<file path="src/rtl/receptor_torreta_pkg.sv">
// Shared constants for the turret serial receiver.
// ASCII codes, message length, byte FSM encodings and helpers.
package receptor_torreta_pkg;

  localparam int CLKS_PER_BIT_PADRAO = 434;
  localparam int TAM_MENSAGEM        = 8;

  localparam logic [6:0] ASCII_ZERO      = 7'h30;
  localparam logic [6:0] ASCII_NOVE      = 7'h39;
  localparam logic [6:0] ASCII_VIRGULA   = 7'h2C;
  localparam logic [6:0] ASCII_CERQUILHA = 7'h23;

  localparam logic [3:0] ST_INICIAL         = 4'd0;
  localparam logic [3:0] ST_ESPERA_START    = 4'd1;
  localparam logic [3:0] ST_MEIO_START      = 4'd2;
  localparam logic [3:0] ST_RECEBE_DADOS    = 4'd3;
  localparam logic [3:0] ST_RECEBE_PARIDADE = 4'd4;
  localparam logic [3:0] ST_RECEBE_STOP     = 4'd5;
  localparam logic [3:0] ST_FIM_BYTE        = 4'd6;

  function automatic logic eh_digito(input logic [6:0] c);
    return (c >= ASCII_ZERO) && (c <= ASCII_NOVE);
  endfunction

  function automatic logic [3:0] valor_digito(input logic [6:0] c);
    logic [6:0] v;
    v = c - ASCII_ZERO;
    return v[3:0];
  endfunction

endpackage

</file>
<file path="src/rtl/receptor_serial_7E2.sv">
// Byte receiver: 1 start, 7 data LSB first, even parity, 2 stop.
// Emits one-cycle byte_pronto / byte_erro after the first stop bit.
module receptor_serial_7E2
  import receptor_torreta_pkg::*;
#(
  parameter int CLKS_PER_BIT = CLKS_PER_BIT_PADRAO
) (
  input  logic       clock,
  input  logic       reset,
  input  logic       entrada_serial,
  output logic [6:0] dado,
  output logic       byte_pronto,
  output logic       byte_erro,
  output logic [3:0] db_estado
);

  localparam int TW = $clog2(CLKS_PER_BIT + 1);
  localparam logic [TW-1:0] FIM_BIT  = TW'(CLKS_PER_BIT - 1);
  localparam logic [TW-1:0] FIM_MEIO = TW'(CLKS_PER_BIT / 2 - 1);

  logic          sync0;
  logic          sync1;
  logic          sync_ant;
  logic [3:0]    estado;
  logic [TW-1:0] timer;
  logic [2:0]    n_bits;
  logic [6:0]    sr;
  logic          bit_par;
  logic          queda;
  logic          fim_bit;

  assign queda     = sync_ant & ~sync1;
  assign fim_bit   = (timer == FIM_BIT);
  assign dado      = sr;
  assign db_estado = estado;

  always_ff @(posedge clock) begin
    if (reset) begin
      sync0       <= 1'b1;
      sync1       <= 1'b1;
      sync_ant    <= 1'b1;
      estado      <= ST_INICIAL;
      timer       <= '0;
      n_bits      <= '0;
      sr          <= '0;
      bit_par     <= 1'b0;
      byte_pronto <= 1'b0;
      byte_erro   <= 1'b0;
    end else begin
      sync0       <= entrada_serial;
      sync1       <= sync0;
      sync_ant    <= sync1;
      byte_pronto <= 1'b0;
      byte_erro   <= 1'b0;
      case (estado)
        ST_INICIAL: estado <= ST_ESPERA_START;
        ST_ESPERA_START: begin
          if (queda) begin
            estado <= ST_MEIO_START;
            timer  <= '0;
          end
        end
        ST_MEIO_START: begin
          if (timer == FIM_MEIO) begin
            timer  <= '0;
            n_bits <= '0;
            estado <= sync1 ? ST_ESPERA_START : ST_RECEBE_DADOS;
          end else begin
            timer <= timer + 1'b1;
          end
        end
        ST_RECEBE_DADOS: begin
          if (fim_bit) begin
            timer  <= '0;
            sr     <= {sync1, sr[6:1]};
            n_bits <= n_bits + 3'd1;
            if (n_bits == 3'd6) estado <= ST_RECEBE_PARIDADE;
          end else begin
            timer <= timer + 1'b1;
          end
        end
        ST_RECEBE_PARIDADE: begin
          if (fim_bit) begin
            timer   <= '0;
            bit_par <= sync1;
            estado  <= ST_RECEBE_STOP;
          end else begin
            timer <= timer + 1'b1;
          end
        end
        ST_RECEBE_STOP: begin
          if (fim_bit) begin
            timer  <= '0;
            estado <= ST_FIM_BYTE;
            // second stop bit is left as idle time
            if (sync1 && !(^{sr, bit_par})) byte_pronto <= 1'b1;
            else                            byte_erro   <= 1'b1;
          end else begin
            timer <= timer + 1'b1;
          end
        end
        ST_FIM_BYTE: estado <= ST_ESPERA_START;
        default:     estado <= ST_INICIAL;
      endcase
    end
  end

endmodule

</file>
<file path="src/rtl/receptor_torreta.sv">
// Turret message parser: "ABC,DEF#" -> angle and distance BCD digits.
// Outputs only change on a complete, well-formed message.
module receptor_torreta
  import receptor_torreta_pkg::*;
#(
  parameter int CLKS_PER_BIT = CLKS_PER_BIT_PADRAO
) (
  input  logic       clock,
  input  logic       reset,
  input  logic       entrada_serial,
  output logic [3:0] angulo_centena,
  output logic [3:0] angulo_dezena,
  output logic [3:0] angulo_unidade,
  output logic [3:0] distancia_centena,
  output logic [3:0] distancia_dezena,
  output logic [3:0] distancia_unidade,
  output logic       mensagem_pronta,
  output logic       erro_paridade,
  output logic       erro_formato,
  output logic [3:0] db_estado
);

  logic [6:0] dado;
  logic       byte_pronto;
  logic       byte_erro;
  logic [2:0] indice;
  logic [2:0] slot;
  logic [3:0] sombra [6];
  logic       eh_cerq;
  logic       legal;

  receptor_serial_7E2 #(
    .CLKS_PER_BIT (CLKS_PER_BIT)
  ) u_serial (
    .clock          (clock),
    .reset          (reset),
    .entrada_serial (entrada_serial),
    .dado           (dado),
    .byte_pronto    (byte_pronto),
    .byte_erro      (byte_erro),
    .db_estado      (db_estado)
  );

  assign eh_cerq = (dado == ASCII_CERQUILHA);
  // the comma slot is skipped in the shadow array
  assign slot = (indice > 3'd3) ? indice - 3'd1 : indice;

  always_comb begin
    legal = 1'b0;
    unique case (1'b1)
      (indice == 3'd3): legal = (dado == ASCII_VIRGULA);
      (indice == 3'd7): legal = eh_cerq;
      default:          legal = eh_digito(dado);
    endcase
  end

  always_ff @(posedge clock) begin
    if (reset) begin
      indice            <= '0;
      angulo_centena    <= '0;
      angulo_dezena     <= '0;
      angulo_unidade    <= '0;
      distancia_centena <= '0;
      distancia_dezena  <= '0;
      distancia_unidade <= '0;
      mensagem_pronta   <= 1'b0;
      erro_paridade     <= 1'b0;
      erro_formato      <= 1'b0;
      for (int i = 0; i < 6; i++) sombra[i] <= '0;
    end else begin
      mensagem_pronta <= 1'b0;
      erro_paridade   <= 1'b0;
      erro_formato    <= 1'b0;
      if (byte_erro) begin
        erro_paridade <= 1'b1;
        indice        <= '0;
      end else if (byte_pronto) begin
        if (eh_cerq) begin
          indice <= '0;
          if (indice == 3'(TAM_MENSAGEM - 1)) begin
            angulo_centena    <= sombra[0];
            angulo_dezena     <= sombra[1];
            angulo_unidade    <= sombra[2];
            distancia_centena <= sombra[3];
            distancia_dezena  <= sombra[4];
            distancia_unidade <= sombra[5];
            mensagem_pronta   <= 1'b1;
          end else begin
            erro_formato <= 1'b1;
          end
        end else if (legal) begin
          if (indice != 3'd3) sombra[slot] <= valor_digito(dado);
          indice <= indice + 3'd1;
        end else begin
          erro_formato <= 1'b1;
          indice       <= '0;
        end
      end
    end
  end

endmodule

</file>
<file path="config.mk">
export PLATFORM = sky130hd
export DESIGN_NAME = receptor_torreta
export DESIGN_NICKNAME = d
export VERILOG_FILES = /design/src/rtl/receptor_torreta_pkg.sv /design/src/rtl/receptor_serial_7E2.sv /design/src/rtl/receptor_torreta.sv
export SDC_FILE = /design/constraint.sdc
export NUM_CORES = 1
export LEC_CHECK = 0
export CORE_MARGIN = 10
export CORE_UTILIZATION = 45
export DETAILED_ROUTE_END_ITERATION = 8
export PLACE_DENSITY = 0.66
export SKIP_CTS_REPAIR_TIMING = 1
export SLEW_MARGIN = 10
export SYNTH_ARGS = -nofsm -noshare
export SYNTH_HDL_FRONTEND = slang
export SYNTH_SLANG_ARGS = --single-unit
</file>
<file path="constraint.sdc">
create_clock -name clock -period 2.24 [get_ports clock]
set_input_delay 0.448 -clock clock [delete_from_list [all_inputs] [get_ports clock]]
set_output_delay 0.448 -clock clock [all_outputs]
set_load 0.01 [all_outputs]
</file>
==> results by group <==
Outcome
  • Status: finished clean

GRT
  • Overall routing resource usage: 13.8%
  • First-pass GRT wire length: 14600 um
  • Total grt overflow: 0
  • Pin count of the biggest net entering global routing: 35
  • Vias in the first global route: 3015
  • Initial antenna violation count: 0

Floorplanning
  • Initial Util: 46.6%
  • Cell Rows: 33
  • Die height: 113 um
  • DIE AREA: 0.0127 mm^2
  • I/O Pins: 34
  • Core footprint: 0.00826 mm^2
  • Die X: 113 um

Critical path
  • Worst Setup End Kind: flip-flop
  • Worst reg-to-reg setup slack: 0.03 ns
  • Critical Path, Cell by Cell: or4b_4 > o41ai_2 > o21ai_2 > and2_4 > o31ai_4
  • CP max-delay cell: or4b_4
  • Buf+Inv Stages, Crit Path: 0
  • Setup crit start kind: flip-flop
  • CP max FO: 4
  • Delay-heaviest family, CP: compound AO/OA/AOI/OAI gates
  • CP required: 2.27 ns
  • Kind of critical path: reg -> reg
  • Arrival @ worst endpoint: 2.24 ns
  • Slowest cell delay on critical path: 0.56 ns

Detailed routing
  • Via count: 3142
  • DR vias/cell: 5.33
  • 1st-pass router iterations: 4
  • DR DRC count: 0
  • DR top layer: met4
  • Post-DRT Antenna Nets: 0
  • Met3 Routed Length: 372 um
  • Avg WL per Cell: 14.9 um
  • DRT met1 WL: 4170 um
  • Total wire length: 8800 um
  • 1st-iter DRT viols: 233
  • DR WL met2: 4120 um

Placed design
  • Gpl congestion: 0.844
  • Count of input and output buffers: 32
  • Placed Cells: 572
  • DPL Wire Length: 6350 um
  • Setup WS pre-CTS: -0.527 ns

STA
  • Period minus WS final: 2.21 ns
  • Tcrit/Tclk final: 98.8%
  • Sum Neg Setup Slack: 0 ns
  • Worst slew pin tran: 0.582 ns
  • WHS: 0.420 ns
  • Final hold violation count: 0
  • Finish-stage setup viols: 0
  • Skew final: 0.0105 ns
  • Worst setup margin: 0.0270 ns
  • Worst slew margin: 60.6%
  • Slew Limit Fails: 0
  • Peak Freq: 452 MHz

Logic synthesis
  • Commonest register cell after synthesis: dfxtp_1
  • Number of synthesis warnings: 0
  • Syn Nets: 436
  • Top-count cell post-synth: nand2_1
  • Synth area leaders: dfxtp_1, edfxtp_1, nand2_1
  • Top post-synthesis cells by count: nand2_1, dfxtp_1, a21oi_1
  • Top cell type's share of synthesized area: 30.1%
  • Ys async rst share: 0%
  • Post-synth cell types: 57
  • Syn Area/Cell: 9.17 um^2
  • Cells after synthesis: 420
  • FF+latch count, synth: 82
  • Post-synth EDFFs: 24
  • Post-Syn Area: 0.00385 mm^2
  • Leading area contributor after synthesis: dfxtp_1
  • Sequential fraction of the synthesis area: 48.9%

Clock tree
  • Later-pin clock latency in the skew report: 0.36 ns
  • Root buffer cell: clkbuf_8
  • CTS buffer count: 9
  • # clock sinks: 82
  • Clock Path Buffers: 2
  • Worst-path clk slew: 0.09 ns
  • # H-tree levels: 3
  • CTS tree: done

Pwr
  • Power Dens Cells: 621 mW/mm^2
  • Maximum VDD drop: 261 uV
  • Leak pwr: 0.00175 uW

Layout
  • Nets: 495
  • Area Growth Syn to Fin: 24.8%
  • Antenna cells: 0
  • Post-route insts no fill: 589
  • Fillers: 767
  • Share of cells above drive strength 1: 19.0%
  • Fin util: 58.2%

Flow run
  • Max_cap viols: 0

Min path
  • Hold crit path type: reg -> reg
-- worst paths after layout --
path / start / endpoint / cells past startpoint
worst max register to register: u_serial.dado[0] / sombra[1][0] / 5
worst min register to register: u_serial.sync0 / u_serial.sync1 / 1
worst max-delay path: u_serial.dado[0] / sombra[1][0] / 5
worst min-delay path: u_serial.sync0 / u_serial.sync1 / 1
-- cells in the final DEF, fill, tap and decap left out, types with 2 or more instances in the layout --
cell type,instances
edfxtp_1,24
nor4_2,2
ha_1,11
dfxtp_1,57
a21oi_1,38
nor2b_1,8
xnor2_1,5
a22o_1,5
mux2i_1,8
or4b_4,2
o21ai_2,2
a31o_2,2
and3_1,7
nand4_1,5
nor2_1,31
inv_6,2
clkbuf_8,9
o21ai_1,2
nand2b_1,3
nand3b_1,3
a21o_1,6
nor3_1,18
clkdlybuf4s50_1,31
clkinv_4,2
nand2_1,65
buf_4,41
a211oi_1,5
or2_2,3
and2_1,10
nand3_1,10
o21ai_0,9
inv_1,14
nor4_1,2
-- worst reg2reg max path, delay by kind of cell, from the launching register on --
| kind | cells | cell delay [ns] |
|---|---|---|
| flops | 1 | 0.35 |
| compound gates | 3 | 0.78 |
| simple gates | 2 | 0.77 |
-- layout make-up --
| cell class | instances | area [um^2] | area share [%] |
|---|---|---|---|
| Tap cell | 105 | 131 | 2.73 |
| Sequential cell | 82 | 1880 | 39.2 |
| Clock inverter | 7 | 60.1 | 1.25 |
| Inverter | 15 | 56.3 | 1.17 |
| Timing Repair Buffer | 73 | 623 | 13.0 |
| Multi-Input combinational cell | 298 | 1930 | 40.1 |
| Clock buffer | 9 | 124 | 2.58 |
-- where the power goes --
| part | total, uW | switching (uW) | internal [uW] |
|---|---|---|---|
| clock | 1020 | 594 | 423 |
| combinational | 336 | 182 | 154 |
| sequential | 1630 | 59.1 | 1570 |
| total | 2980 | 835 | 2150 |
-- cell families (layout without fill, tap and decap cells) --
logic type,Yosys count,count (layout),synth area share [%]
simple gates,185,185,24.1
compound gates,85,85,14.7
flops,82,82,48.9
buf+inv,40,104,4.58
fa+ha+maj,13,13,4.22
mux,8,8,2.08
xor+xnor,6,6,1.36
other cells,1,1,0.0974
-- routing by layer --
| metal | global-route usage [%] | up-vias |
|---|---|---|
| met1 | 17.7 | 1475 |
| li1 | - | 1592 |
| met4 | 5.67 | 0 |
| met2 | 21.8 | 63 |
| met5 | 0 | - |
| met3 | 3.09 | 12 |
-- stage by stage --
stage | area, um^2 | power [uW]
6_report | 4800 | 2980
5_1_grt | 4800 | 3120
4_1_cts | 4680 | 3010
3_5_place_dp | 4500 | 2000
3_3_place_gp | 4500 | 1990
2_1_floorplan | 3880 | 1890
-- state kept, by name, summed over array words and instances (netlist names) --
| signal | count |
|---|---|
| indice | 3 |
| distancia_dezena | 4 |
| mensagem_pronta | 1 |
| u_serial.timer | 9 |
| u_serial.bit_par | 1 |
| angulo_centena | 4 |
| sombra | 24 |
| u_serial.sync1 | 1 |
| u_serial.sync0 | 1 |
| u_serial.dado | 7 |
| u_serial.n_bits | 3 |
| u_serial.db_estado | 3 |
| distancia_unidade | 4 |
| distancia_centena | 4 |
| u_serial.sync_ant | 1 |
| u_serial.byte_pronto | 1 |
| erro_paridade | 1 |
| erro_formato | 1 |
| u_serial.byte_erro | 1 |
| angulo_dezena | 4 |
| angulo_unidade | 4 |
(Power assumes the default switching activity.)
